**src/rtl/uart_pkg.sv**
```systemverilog
// Shared UART definitions: TX state encoding, line levels, word limits and frame helpers.
// Used by the TX serializer and the baud generator, and meant to be shared with the RX side.
package uart_pkg;

    typedef enum logic [2:0] {
        IDLE   = 3'd0,
        START  = 3'd1,
        DATA   = 3'd2,
        PARITY = 3'd3,
        STOP   = 3'd4
    } tx_state_t;

    localparam logic LINE_IDLE  = 1'b1;
    localparam logic LINE_START = 1'b0;
    localparam logic LINE_STOP  = 1'b1;

    localparam int MIN_WORD_WIDTH = 5;
    localparam int MAX_WORD_WIDTH = 9;

    // Total serial bits in one frame: start + data + optional parity + stop bits.
    function automatic int frame_bits(input int width, input int parity, input int stop);
        return 1 + width + parity + stop;
    endfunction

    // Even parity over a word zero-extended to the widest supported size.
    function automatic logic even_parity(input logic [MAX_WORD_WIDTH-1:0] word);
        return ^word;
    endfunction

endpackage

```
**src/rtl/uart_baud_gen.sv**
```systemverilog
// Bit-period counter with synchronous clear; emits one tick per bit period,
// either at the end of the bit (TX) or near mid-bit (RX sampling).
module uart_baud_gen
    import uart_pkg::*;
#(
    parameter int G_CLKS_PER_BIT = 16,
    parameter bit G_SAMPLE_MID   = 1'b0
) (
    input  logic i_clk,
    input  logic i_rst_n,
    input  logic i_clear,
    output logic o_bit_tick
);

    localparam int CNT_W = $clog2(G_CLKS_PER_BIT);
    localparam logic [CNT_W-1:0] LAST_CNT = CNT_W'(G_CLKS_PER_BIT - 1);
    localparam logic [CNT_W-1:0] TICK_AT  = G_SAMPLE_MID ? CNT_W'(G_CLKS_PER_BIT / 2 - 1) : LAST_CNT;

    logic [CNT_W-1:0] cnt_r;
    logic [CNT_W-1:0] cnt_s;

    // Next count: held at zero while cleared, wraps at the bit boundary.
    always_comb begin
        cnt_s = cnt_r;
        if (i_clear) begin
            cnt_s = '0;
        end else if (cnt_r == LAST_CNT) begin
            cnt_s = '0;
        end else begin
            cnt_s = cnt_r + CNT_W'(1);
        end
    end

    // Counter register.
    always_ff @(posedge i_clk) begin
        if (!i_rst_n) begin
            cnt_r <= '0;
        end else begin
            cnt_r <= cnt_s;
        end
    end

    assign o_bit_tick = !i_clear && (cnt_r == TICK_AT);

endmodule

```
**src/rtl/uart_tx_serializer.sv**
```systemverilog
// UART transmit serializer: accepts a one-cycle write strobe and byte from the register
// block and shifts out start, data (LSB first), optional even parity and stop bits.
module uart_tx_serializer
    import uart_pkg::*;
#(
    parameter int G_WORD_WIDTH   = 8,
    parameter int G_CLKS_PER_BIT = 16,
    parameter int G_PARITY_EN    = 0,
    parameter int G_STOP_BITS    = 1
) (
    input  logic                    i_clk,
    input  logic                    i_rst_n,
    input  logic                    i_tx_en,
    input  logic [G_WORD_WIDTH-1:0] i_tx_reg,
    output logic                    o_tx,
    output logic                    o_busy,
    output logic                    o_tx_done
);

    localparam int BIT_W = $clog2(G_WORD_WIDTH + 1);
    localparam logic [BIT_W-1:0] LAST_DATA = BIT_W'(G_WORD_WIDTH - 1);
    localparam logic [BIT_W-1:0] LAST_STOP = BIT_W'(G_STOP_BITS - 1);

    tx_state_t               state_r, state_s;
    logic [G_WORD_WIDTH-1:0] shift_r, shift_s;
    logic [BIT_W-1:0]        bit_cnt_r, bit_cnt_s;
    logic                    parity_r, parity_s;
    logic                    tx_r, tx_s;
    logic                    busy_r;
    logic                    done_r, done_s;
    logic                    bit_tick_s;
    logic                    baud_clr_s;

    assign baud_clr_s = (state_r == IDLE);

    uart_baud_gen #(
        .G_CLKS_PER_BIT (G_CLKS_PER_BIT),
        .G_SAMPLE_MID   (1'b0)
    ) u_baud_gen (
        .i_clk      (i_clk),
        .i_rst_n    (i_rst_n),
        .i_clear    (baud_clr_s),
        .o_bit_tick (bit_tick_s)
    );

    // Next-state, shift and counter logic; the bit counter is reused for stop bits.
    always_comb begin
        state_s   = state_r;
        shift_s   = shift_r;
        bit_cnt_s = bit_cnt_r;
        parity_s  = parity_r;
        done_s    = 1'b0;
        case (state_r)
            IDLE: begin
                if (i_tx_en) begin
                    state_s   = START;
                    shift_s   = i_tx_reg;
                    parity_s  = even_parity(MAX_WORD_WIDTH'(i_tx_reg));
                    bit_cnt_s = '0;
                end else begin
                    state_s = IDLE;
                end
            end
            START: begin
                if (bit_tick_s) begin
                    state_s   = DATA;
                    bit_cnt_s = '0;
                end else begin
                    state_s = START;
                end
            end
            DATA: begin
                if (bit_tick_s) begin
                    shift_s = {1'b0, shift_r[G_WORD_WIDTH-1:1]};
                    if (bit_cnt_r == LAST_DATA) begin
                        state_s   = (G_PARITY_EN != 0) ? PARITY : STOP;
                        bit_cnt_s = '0;
                    end else begin
                        bit_cnt_s = bit_cnt_r + BIT_W'(1);
                    end
                end else begin
                    state_s = DATA;
                end
            end
            PARITY: begin
                if (bit_tick_s) begin
                    state_s   = STOP;
                    bit_cnt_s = '0;
                end else begin
                    state_s = PARITY;
                end
            end
            STOP: begin
                if (bit_tick_s) begin
                    if (bit_cnt_r == LAST_STOP) begin
                        state_s = IDLE;
                        done_s  = 1'b1;
                    end else begin
                        bit_cnt_s = bit_cnt_r + BIT_W'(1);
                    end
                end else begin
                    state_s = STOP;
                end
            end
            default: begin
                state_s = IDLE;
            end
        endcase
    end

    // Line level for the upcoming cycle, so o_tx comes straight from a flop.
    always_comb begin
        tx_s = LINE_IDLE;
        case (state_s)
            IDLE:    tx_s = LINE_IDLE;
            START:   tx_s = LINE_START;
            DATA:    tx_s = shift_s[0];
            PARITY:  tx_s = parity_s;
            STOP:    tx_s = LINE_STOP;
            default: tx_s = LINE_IDLE;
        endcase
    end

    // State, datapath and output registers.
    always_ff @(posedge i_clk) begin
        if (!i_rst_n) begin
            state_r   <= IDLE;
            shift_r   <= '0;
            bit_cnt_r <= '0;
            parity_r  <= 1'b0;
            tx_r      <= LINE_IDLE;
            busy_r    <= 1'b0;
            done_r    <= 1'b0;
        end else begin
            state_r   <= state_s;
            shift_r   <= shift_s;
            bit_cnt_r <= bit_cnt_s;
            parity_r  <= parity_s;
            tx_r      <= tx_s;
            busy_r    <= (state_s != IDLE);
            done_r    <= done_s;
        end
    end

    assign o_tx      = tx_r;
    assign o_busy    = busy_r;
    assign o_tx_done = done_r;

endmodule

```
**config.mk**
```make
export PLATFORM = sky130hd
export DESIGN_NAME = uart_tx_serializer
export DESIGN_NICKNAME = d
export VERILOG_FILES = /design/src/rtl/uart_pkg.sv /design/src/rtl/uart_baud_gen.sv /design/src/rtl/uart_tx_serializer.sv
export SDC_FILE = /design/constraint.sdc
export NUM_CORES = 1
export LEC_CHECK = 0
export ABC_CLOCK_PERIOD_IN_PS = 2600
export BUFFER_PORTS_ARGS = -buffer_cell sky130_fd_sc_hd__buf_2
export CAP_MARGIN = 20
export CORE_MARGIN = 3
export CORE_UTILIZATION = 40
export DETAILED_ROUTE_END_ITERATION = 6
export PLACE_DENSITY = 0.7
export SKIP_LAST_GASP = 1
export SLEW_MARGIN = 20
export SYNTH_ARGS = -nofsm -noshare
export SYNTH_HDL_FRONTEND = slang
export SYNTH_SLANG_ARGS = --single-unit
```
**constraint.sdc**
```tcl
create_clock -name i_clk -period 2.6 [get_ports i_clk]
set_clock_uncertainty 0.1 [all_clocks]
set_input_delay 0.52 -clock i_clk [delete_from_list [all_inputs] [get_ports i_clk]]
set_output_delay 0.52 -clock i_clk [all_outputs]
set_load 0.05 [all_outputs]
```
**Word-level counts from Yosys, hierarchy flattened**

Index checks and enable logic that the tools add are counted.

- Flip-flop bits (word level): 23
- Input bits: 11
- Word-level logic and storage cells: 61

- Add/subtract/negate cells: 2
- Equal/unequal tests: 14
- Mux-type cells: 22
- Bitwise logic cells: 1
- Reductions and logical operators: 13

Operators by type and width:

| kind | number |
|---|---|
| $mux W4 | 6 |
| $mux W8 | 2 |
| $pmux W4 S4 | 1 |
| $pmux W8 S2 | 1 |
| $mux W3 | 5 |
| $pmux W3 S5 | 1 |
| $eq A3 B2 Y1 const B | 4 |
| $reduce_xor A9 Y1 | 1 |
| $add A4 B1 Y4 const B | 2 |
| $ne A2 B2 Y1 const B | 4 |
| $eq A3 B1 Y1 const B | 2 |
| $reduce_and A3 Y1 | 2 |
| $reduce_and A6 Y1 | 1 |
| $eq A4 B3 Y1 const B | 1 |
| $eq A4 B4 Y1 const B | 1 |
| $logic_not A4 Y1 | 1 |
| $mux W1 | 4 |
| $reduce_bool A4 Y1 | 1 |
| $eq A3 B3 Y1 const B | 1 |
| $logic_not A3 Y1 | 1 |
| $pmux W1 S3 | 1 |
| $reduce_bool A3 Y1 | 1 |
| $reduce_or A3 Y1 | 1 |
| $mux W2 | 1 |
| 6 further kinds | 6 |

**Depth between registers and ports, before layout**

Gate-level depths: netlist of run 1.

- Depth after elaboration: 7
- Gate-level depth with buffers: 7
- Mapped depth without buffers: 6

**Hierarchy**

From an unflattened synthesis of run 1, not the netlist that was laid out.

- Cell total of the unflattened synthesis: 132
- Area total of the unflattened synthesis: 1218.7 µm²

Modules (own cells, without submodules):

| module | times used | cells each | area each (µm²) |
|---|---|---|---|
| uart_tx_serializer | 1 | 116 | 1057.3 |
| uart_baud_gen | 1 | 16 | 161.4 |

**Worst setup path after synthesis of run 1**

Ideal clock, no wire load.

- Path type: reg-to-reg
- Start point: register bit_cnt_r[0]
- End point: register bit_cnt_r[3]
- Setup time: 74 ps
- Data arrival time: 1660 ps
- Slack: 765 ps
- Stages on the path, launching flop included: 8
- Path buffers: 1
- Period minus slack after synthesis: 1835 ps
- Cell sequence: dfxtp_1 inv_1 ha_1 or3b_1 and4_4 buf_6 or3b_1 a31oi_1

- Longest elaborated chain between the ends: 4
- Elaborated cells between the ends (all ways): 10
- Those cells by class: 1 x add/sub; 2 x eq/ne; 5 x mux; 2 x reduce/logical

Ends and longest elaborated chain:

| item | line | RTL |
|---|---|---|
| start: declaration | uart_tx_serializer.sv:26 | `logic [BIT_W-1:0] bit_cnt_r, bit_cnt_s;` |
| start signal: assignment | uart_tx_serializer.sv:137 | `bit_cnt_r <= bit_cnt_s;` |
| $add A4 B1 Y4 / $eq A4 B3 Y1 (equally long branches) | uart_tx_serializer.sv:79, uart_tx_serializer.sv:99, uart_tx_serializer.sv:75 |  |
| $mux W4, on equally long branches | uart_tx_serializer.sv:95, uart_tx_serializer.sv:75 |  |
| $mux W4, on equally long branches | uart_tx_serializer.sv:94, uart_tx_serializer.sv:73 |  |
| $pmux W4 S4 | uart_tx_serializer.sv:53 | `case (state_r)` |

Parallel ways exist; a longest one is shown, timed or not. The select of a mux whose other input is x is not followed.
A chain may end at the register's enable or synchronous reset.

**Worst setup path after layout of run 1**

- Start point: register state_r[0]
- End point: register tx_r, in the netlist o_tx

- Longest elaborated chain between the ends: 7
- Elaborated cells between the ends (all ways): 21
- Those cells by class: 7 x eq/ne; 11 x mux; 3 x reduce/logical

Ends and longest elaborated chain:

| item | line | RTL |
|---|---|---|
| start: declaration | uart_tx_serializer.sv:24 | `tx_state_t state_r, state_s;` |
| start signal: assignment | uart_tx_serializer.sv:135 | `state_r <= state_s;` |
| $logic_not A3 Y1 | uart_tx_serializer.sv:34, uart_tx_serializer.sv:53 |  |
| $logic_not A1 Y1 | uart_baud_gen.sv:43 | `assign o_bit_tick = !i_clear && (cnt_r == TICK_AT);` |
| $logic_and A1 B1 Y1 | uart_baud_gen.sv:43 |  |
| $mux W3 (tied with other cells) | uart_tx_serializer.sv:94 | `if (bit_tick_s) begin` |
| $pmux W3 S5 | uart_tx_serializer.sv:53 |  |
| $eq A3 B2 Y1 / $eq A3 B1 Y1 (equally long branches) | uart_tx_serializer.sv:114 | `case (state_s)` |
| $pmux W1 S3 (*) | uart_tx_serializer.sv:114 |  |
| end signal: assignment | uart_tx_serializer.sv:139 | `tx_r <= tx_s;` |
| end: declaration | uart_tx_serializer.sv:28 | `logic tx_r, tx_s;` |

Every way passes the cells marked *; elsewhere a longest branch is shown, timed or not. The select of a mux whose other input is x is not followed.

==> results, run 1 <==
- The run finished with clean final reports.
- Counting every sink on the clock net gives 23.
- The gate family responsible for the most delay along the worst path is compound AO/OA/AOI/OAI gates.
- The primary flip-flop cell chosen by synthesis mapping is sky130_fd_sc_hd__dfxtp_1.
- The final count of negative-setup-slack endpoints is 0.
- The number of instances in the synthesized netlist is around 130.
- The final antenna-violating net count is 0.
- The number of synthesized flops with an enable pin is 0.
- The basic-gate share of the synthesized area counting and, or, nand and nor cells is 0.2086.
- The portion of total power attributed to sequential cells is 0.578.
- The count of input and output buffers is 13.
- The average vias per placed instance is approximately 5.8.
- The relative contribution of the clock network to total power is 0.259.
- The critical path goes through or4b_1 > o31a_1 > a221oi_1 > o2111ai_1.
- In the layout the commonest cells are sky130_fd_sc_hd__dfxtp_1, sky130_fd_sc_hd__buf_2, sky130_fd_sc_hd__nor2_1.
- Of the available clock period, the critical path in the final layout requires 0.7644.
- The global placer's final weighted congestion is approximately 0.76.
- STA classifies the critical path endpoint as a flip-flop.
- After synthesis, the largest family of logic cells by area is compound AO/OA/AOI/OAI gates.
- For flop-to-flop paths, the worst setup slack is about 0.61 ns.
- Measured against its own limit, the worst slew margin works out to 0.6243.
- For this design the static power due to leakage is 0.4759 nW.
- The worst-case hold slack is about 0.34 ns.
- The tool flagged a number of max-cap violations equal to 0.
- The met1 track demand over resource is 0.1834.
- Of the total synthesized cell area, the portion taken by full adders, half adders and majority gates is 0.03293.
- The number of global-route vias before repair is about 930.
- On the worst path, the slowest cell contributes a delay of between 0.6 and 0.7 ns.
- Summing over every cut layer, the via total after detailed routing is 998.
- The core area is approximately 2600 sq um.
- For this run, the detailed router's first-pass iteration total came to 4.
- The cell area that synthesis handed to floorplanning was approximately 1100 sq um.
- The boundary pin count is 14.
- The total area of multi-input combinational cells is approximately 620 sq um.
- Summed over all layers, the routed wires come to ~2400 um.
- 0 antenna diodes ended up in the layout.
- The share of the synthesized area in compound gates (AO/OA/AOI/OAI) is 0.2272.
- Synthesis inferred 23 register bits.
- The width of the die is approximately 59 um.
- In the final routed layout, each cell accounts on average for 13.94 um.
- The first routing iteration left 78 violations.
- The latest clock arrival within the worst-skew pair is ~0.32 ns.
- Together, buffers and inverters on the worst path number 0.
- The power density over cell area is roughly 520 nW/um^2.
- The internal portion of total power is between 0.0004 and 0.0005 W.
- After clock tree synthesis, the clock-pin slew on the worst setup and hold paths is between 0.1 and 0.15 ns.
- For the finished layout, the period the worst path requires is 1.987 ns.
- The sequential standard cell area is approximately 460 sq um.
- The detailed-route DRC error count is 0.
- Post-CTS timing repair inserted 0 buffers for setup.
- The share of total power dissipated in combinational logic is 0.164.
- The initial utilization of the core area, before any placement, comes to 0.4401.
- The first global-routing pass estimated around 4100 um of wire.
- The maximum number of pins on one net before global-route repair is 17.
- At the worst endpoint, the arrival time is between 2 and 2.5 ns.
- The mux cell area share after synthesis is 0.009879.
- The quantity of gates resized following cts is 0.
- Detailed placement finished with a half-perimeter wire length of about 1800 um.
- The maximum buffer depth of the clock tree is 2.
- The area growth from synthesis to layout is 10.54%.
- Summed over all layers, the global routing overflow is 0.
- The peak clock frequency supported by timing is roughly 0.5 GHz.
- Fill cells in the final layout number 250.
- STA classifies the critical path startpoint as a flip-flop.
- The design area is 1260 sq um.
- When the netlist entered floorplanning its net count stood at roughly 140.
- The initialized floorplan defines 18 standard-cell rows.
- The fraction of final layout cells sized beyond drive strength 1 is 0.1690.
- The global routing usage summed across all routing layers is 0.1519.
- The sum of negative setup slack is 0 ns.
- The largest fanout on the critical path is 12.
- The worst setup path is of the flip-flop to flip-flop kind.
- The most common cell after layout, fill and taps aside is sky130_fd_sc_hd__dfxtp_1.
- The total number of H-tree levels is 1.
- The number of hold violations in the final report is 0.
- The initial antenna violation count came to 0.
- The slowest stage of the critical path is the sky130_fd_sc_hd__or4b_1 cell.
- Of the total power, the share spent switching nets is 0.2834.
- The fraction of the core area covered by cells at the end of the flow is 0.4865.
- The die covers between 3000 and 4000 sq um.
- The number of library cell types mapped by synthesis is 36.
- Yosys printed 0 warnings.
- The path class of the tightest hold or removal check is primary input to flip-flop.
- The post-synthesis share of cell area spent on xor and xnor gates is 0.06915.
- After detailed placement, the total cell area comes to 1232 sq um.
- The endpoint required time on the critical path is between 2 and 3 ns.
- In the global route stage, met2 resource usage came out at 0.2746.
- The number of pins exceeding their max-slew limit in the final report is 0.
- TritonCTS built the clock tree.
- The global-route track usage on met3 is 0.03922.
- At the pin with the least slew margin, the transition time is approximately 0.56 ns.
- For this run, the register share of the synthesized area comes to 0.4040.
- In this run, CTS created clock tree buffers numbering 3.
- A synthesized cell averages between 8 and 9 sq um.
- The switching power is around 0.00019 W.
- Counting flops with an async set or reset pin after synthesis yields a share of 0.
- The number of nets at the end of the flow is about 160.
- Clock tree synthesis selected as its root buffer the cell sky130_fd_sc_hd__clkbuf_4.
- The vertical die dimension is approximately 59 um.
- The layer with the highest usage is met2.
- The number of buffers inserted by hold repair at cts is 0.
- Setup repair after global routing left no endpoint under its margin.
- The worst-case IR drop observed on VDD is around 0.00044 V.
==> cells in the mapped netlist (all sizes together) (2+ instances only) <==
cell type	instances	area (sq um)
a2bb2oi	2	17.52
o31a	2	17.52
dfxtp	23	460.4
a21oi	10	50.05
or3b	3	26.28
nand3	4	20.02
and4	2	20.02
or3	3	18.77
and2	2	12.51
a22oi	6	45.04
buf	3	21.27
nand2b	2	12.51
o2111ai	5	43.79
a31oi	2	12.51
o21ai	3	15.01
xnor2	8	70.07
ha	3	37.54
inv	8	30.03
a211oi	2	15.01
nor2	11	41.29
a211o	2	17.52
nand2	9	33.78
==> cell type report <==
cell class / count / share of cell area
multi-input combinational: 92 / 0.4955
sequential: 23 / 0.3654
timing repair buffer: 15 / 0.06356
tap: 30 / 0.02979
inverter: 8 / 0.02383
clock buffer: 3 / 0.01787
clock inverter: 1 / 0.003972
==> routing by layer <==
layer	share of wire	vias up
met3	0.035	2
met5	0	-
met4	0.0042	0
met1	0.47	475
met2	0.49	14
li1	-	507
==> worst paths after layout <==
kind	from	to	cells past startpoint
max	state_r[0]	o_tx	4
min	i_rst_n	o_tx	2
max reg2reg	state_r[0]	o_tx	4
min reg2reg	shift_r[4]	shift_r[4]	2
==> logic make-up after synthesis <==
logic type / after synthesis
flip-flops: 23
adder cells (fa/ha/maj): 3
AO/OA/AOI/OAI: 37
multiplexers: 1
AND/OR/NAND/NOR: 42
buffers and inverters: 12
XOR/XNOR: 9
==> stage by stage <==
step	power [W]	setup WS [ns]	cells
6_report	0.0006581	0.6125	172
5_1_grt	0.0006910	0.4856	172
4_1_cts	0.0006629	0.6161	172
3_5_place_dp	0.0004949	0.5449	168
3_3_place_gp	0.0004913	0.6137	168
2_1_floorplan	0.0004637	0.7654	127
==> flip-flops by register name, indices dropped and copies added (netlist names) <==
name              flops
bit_cnt_r             4
o_busy                1
o_tx                  1
o_tx_done             1
parity_r              1
shift_r               8
state_r               3
u_baud_gen.cnt_r      4
==> worst register-to-register path: stages, from the launching register on <==
cell                        delay [ns]
sky130_fd_sc_hd__dfxtp_1          0.45
sky130_fd_sc_hd__or4b_1           0.62
sky130_fd_sc_hd__o31a_1           0.21
sky130_fd_sc_hd__a221oi_1         0.36
sky130_fd_sc_hd__o2111ai_1        0.14
==> power groups by stage <==
stage	combinational (W)	clock, W	sequential (W)
after floorplan	0.0000681	0	0.000396
after global placement	0.000104	0	0.000387
after detailed placement	0.000107	0	0.000388
after CTS	0.000108	0.000175	0.000380
after global routing	0.000120	0.000188	0.000383
final	0.000108	0.000170	0.000380
Note: power is estimated with default switching activity, not from simulation.
==> run 2, diff against run 1 <==
Settings changed: ABC_CLOCK_PERIOD_IN_PS 2600 to 2100.
Clock period 2.6 ns to 2.1 ns, I/O delays scaled along.
==> run 2 against run 1 <==
Net effect:
- critical path depth stayed put
- maximum frequency is 2.2% higher
- global-route usage is 1.4 points lower
- non-clock buffer count stayed put
- hold slack worse by 0.092 ns
- final area is 0.60% higher
==> results, run 2 (same netlist as run 1, synthesis figures left out) <==
- Outcome: complete, no violations (unchanged).
- The category of the worst setup path capture point is a flip-flop (unchanged).
- The leakage power was 0.4738 nW (was 0.4759 nW).
- The number of buffers inserted by hold repair at cts is 0 (unchanged).
- The via count of the routed design came to 973 (was 998).
- The total routed wirelength was 2275 um (was 2398 um).
- The data arrival at the endpoint of the critical path is 2.04 ns (was 2.10 ns).
- The area growth from synthesis to layout is 11.20% (was 10.54%).
- The post-CTS setup-driven buffer insertion count is 0 (unchanged).
- The final antenna-violating net count is 0 (unchanged).
- The startpoint class of the critical path was a flip-flop (unchanged).
- The worst slew margin relative to its limit is 0.6305 (was 0.6243).
- The largest fanout on the critical path is 9 (was 12).
- The sequential standard cell area is 460.4 sq um (unchanged).
- The met1 track demand over resource is 0.1832 (was 0.1834).
- The number of iterations in the first detailed-routing pass was 4 (unchanged).
- The final HPWL from detailed placement is 1682 um (was 1789 um).
- Commonest cells after routing, fill and taps aside: sky130_fd_sc_hd__dfxtp_1, sky130_fd_sc_hd__buf_2, sky130_fd_sc_hd__nor2_1 (unchanged).
- The maximum number of pins on one net before global-route repair is 17 (unchanged).
- The endpoint required time on the critical path came to 2.20 ns (was 2.71 ns).
- The global-route track usage on met3 was 0.02614 (was 0.03922).
- The average vias per placed instance is 5.657 (was 5.802).
- The maximum buffer depth of the clock tree came to 2 (unchanged).
- The number of global-route vias before repair was 900 (was 928).
- The area of the die is 3526 sq um (unchanged).
- The register name with the most flops is shift_r (unchanged).
- The TritonCTS clock tree is done (unchanged).
- The routed length per placed instance is 13.23 um (was 13.94 um).
- The boundary pin count is 14 (unchanged).
- The initial antenna violation count was 0 (unchanged).
- The number of DRC markers after the initial detailed-route iteration is 58 (was 78).
- The peak supply drop is 0.0003372 V (was 0.0004378 V).
- The vertical die dimension is 59.38 um (unchanged).
- The total number of H-tree levels is 1 (unchanged).
- The fraction of final layout cells sized beyond drive strength 1 is 0.1761 (was 0.1690).
- The number of sinks on the clock net was 23 (unchanged).
- The part of the cycle the worst path needs was 0.9259 (was 0.7644).
- The cell total after placement was 168 (unchanged).
- The worst setup timing slack at the placement stage is 0.09608 ns (was 0.5449 ns).
- The number of non-filler instances in the completed layout is 172 (unchanged).
- The peak clock frequency supported by timing is 0.5143 GHz (was 0.5032 GHz).
- The power density over cell area is 641.0 nW/um^2 (was 522.3 nW/um^2).
- The number of flip-flops in the largest register is 8 (unchanged).
- Regs by FF count: shift_r (8), bit_cnt_r (4), u_baud_gen.cnt_r (4) (unchanged).
- The minimum period implied by the final worst setup slack is 1.944 ns (was 1.987 ns).
- The slew at the pin closest to its max-slew limit came to 0.5510 ns (was 0.5605 ns).
- The final count of negative-setup-slack endpoints came to 0 (unchanged).
- The fraction of the core area covered by cells at the end of the flow is 0.4894 (was 0.4865).
- The count of input and output buffers is 13 (unchanged).
- The most common cell after layout, fill and taps aside was sky130_fd_sc_hd__dfxtp_1 (unchanged).
- The core area is 2590 sq um (unchanged).
- The width of the die came to 59.38 um (unchanged).
- The count of inserted antenna diode cells is 0 (unchanged).
- The library cell used as clock root buffer is sky130_fd_sc_hd__clkbuf_4 (unchanged).
- The number of pins exceeding their max-slew limit in the final report came to 0 (unchanged).
- The layer with the highest usage is met2 (unchanged).
- The global routing usage summed across all routing layers is 0.1383 (was 0.1519).
- The total of max-cap violations is 0 (unchanged).
- The met2 usage in global routing is 0.2231 (was 0.2746).
- The global placer's final weighted congestion is 0.7938 (was 0.7573).
- The final worst slack was 0.1556 ns (was 0.6125 ns).
- The number of nets at the end of the flow is 157 (unchanged).
- The latest clock arrival within the worst-skew pair came to 0.31 ns (was 0.32 ns).
- The number of rows in the core area is 18 (unchanged).
- The path type of the worst setup path is flip-flop to flip-flop (unchanged).
- The number of buffers inserted during clock tree synthesis is 3 (unchanged).
- The CTS clock-pin slew for the worst setup and hold paths is 0.13 ns (was 0.14 ns).
- The number of hold violations in the final report is 0 (unchanged).
- The final-layout fill cell count is 269 (was 250).
- The detailed-route DRC error count is 0 (unchanged).
- The wire length of the first global-routing pass was 3795 um (was 4146 um).
- The total area of multi-input combinational cells came to 629.4 sq um (was 624.3 sq um).
- The starting utilization of the core area came to 0.4401 (unchanged).
- The leftover overflow at the end of global routing is 0 (unchanged).
- The worst hold-check path type is primary input to flip-flop (unchanged).
[run 2: what timing repair did]
item	CTS	global route
gates resized for setup	0	1
endpoints found under the hold margin	0	0
setup endpoints to repair	0	4
[run 2: worst paths after layout]
check	from	endpoint	slack, ns	depth (start not counted)
hold / removal	i_rst_n	o_tx	0.25	2
hold reg to reg	shift_r[2]	shift_r[2]	0.36	2
setup / recovery	state_r[2]	o_tx	0.16	4
setup reg to reg	state_r[2]	o_tx	0.16	4
[run 2: power breakdown]
group / internal, W / switching [W] / leakage (nW) / total [W]
Clock: 0.0000725 / 0.000137 / 0.0139 / 0.000210
Combinational: 0.0000557 / 0.0000810 / 0.272 / 0.000137
Sequential: 0.000458 / 0.00000810 / 0.188 / 0.000466
Total: 0.000586 / 0.000227 / 0.474 / 0.000812
[run 2: final cells by class]
class | count | area share
clock buffer | 3 | 0.01777
inverter | 8 | 0.02369
timing repair buffer | 15 | 0.06318
tap | 30 | 0.02961
sequential | 23 | 0.3633
clock inverter | 1 | 0.005923
multi-input combinational | 92 | 0.4965
[run 2: worst max-delay path, stage by stage (launching register included)]
cell and delay [ns]:
sky130_fd_sc_hd__dfxtp_1 0.42, sky130_fd_sc_hd__or4b_1 0.59, sky130_fd_sc_hd__o31a_1 0.23, sky130_fd_sc_hd__a221oi_1 0.36, sky130_fd_sc_hd__o2111ai_1 0.14
[run 2: routing by layer]
metal	routed length (um)	share of wire
met1	1083	0.48
met2	1107	0.49
met3	70	0.031
met5	0	0
met4	13	0.0057
[run 2: metrics by stage]
stage	cell area (sq um)	setup TNS, ns	power (W)	hold WS [ns]
2_1_floorplan	1140	0	0.0005741	0.3179
3_3_place_gp	1232	0	0.0006096	0.3305
3_5_place_dp	1232	0	0.0006119	0.3460
4_1_cts	1262	0	0.0008205	0.2346
5_1_grt	1267	-0.01487	0.0008579	0.2440
6_report	1267	0	0.0008125	0.2477
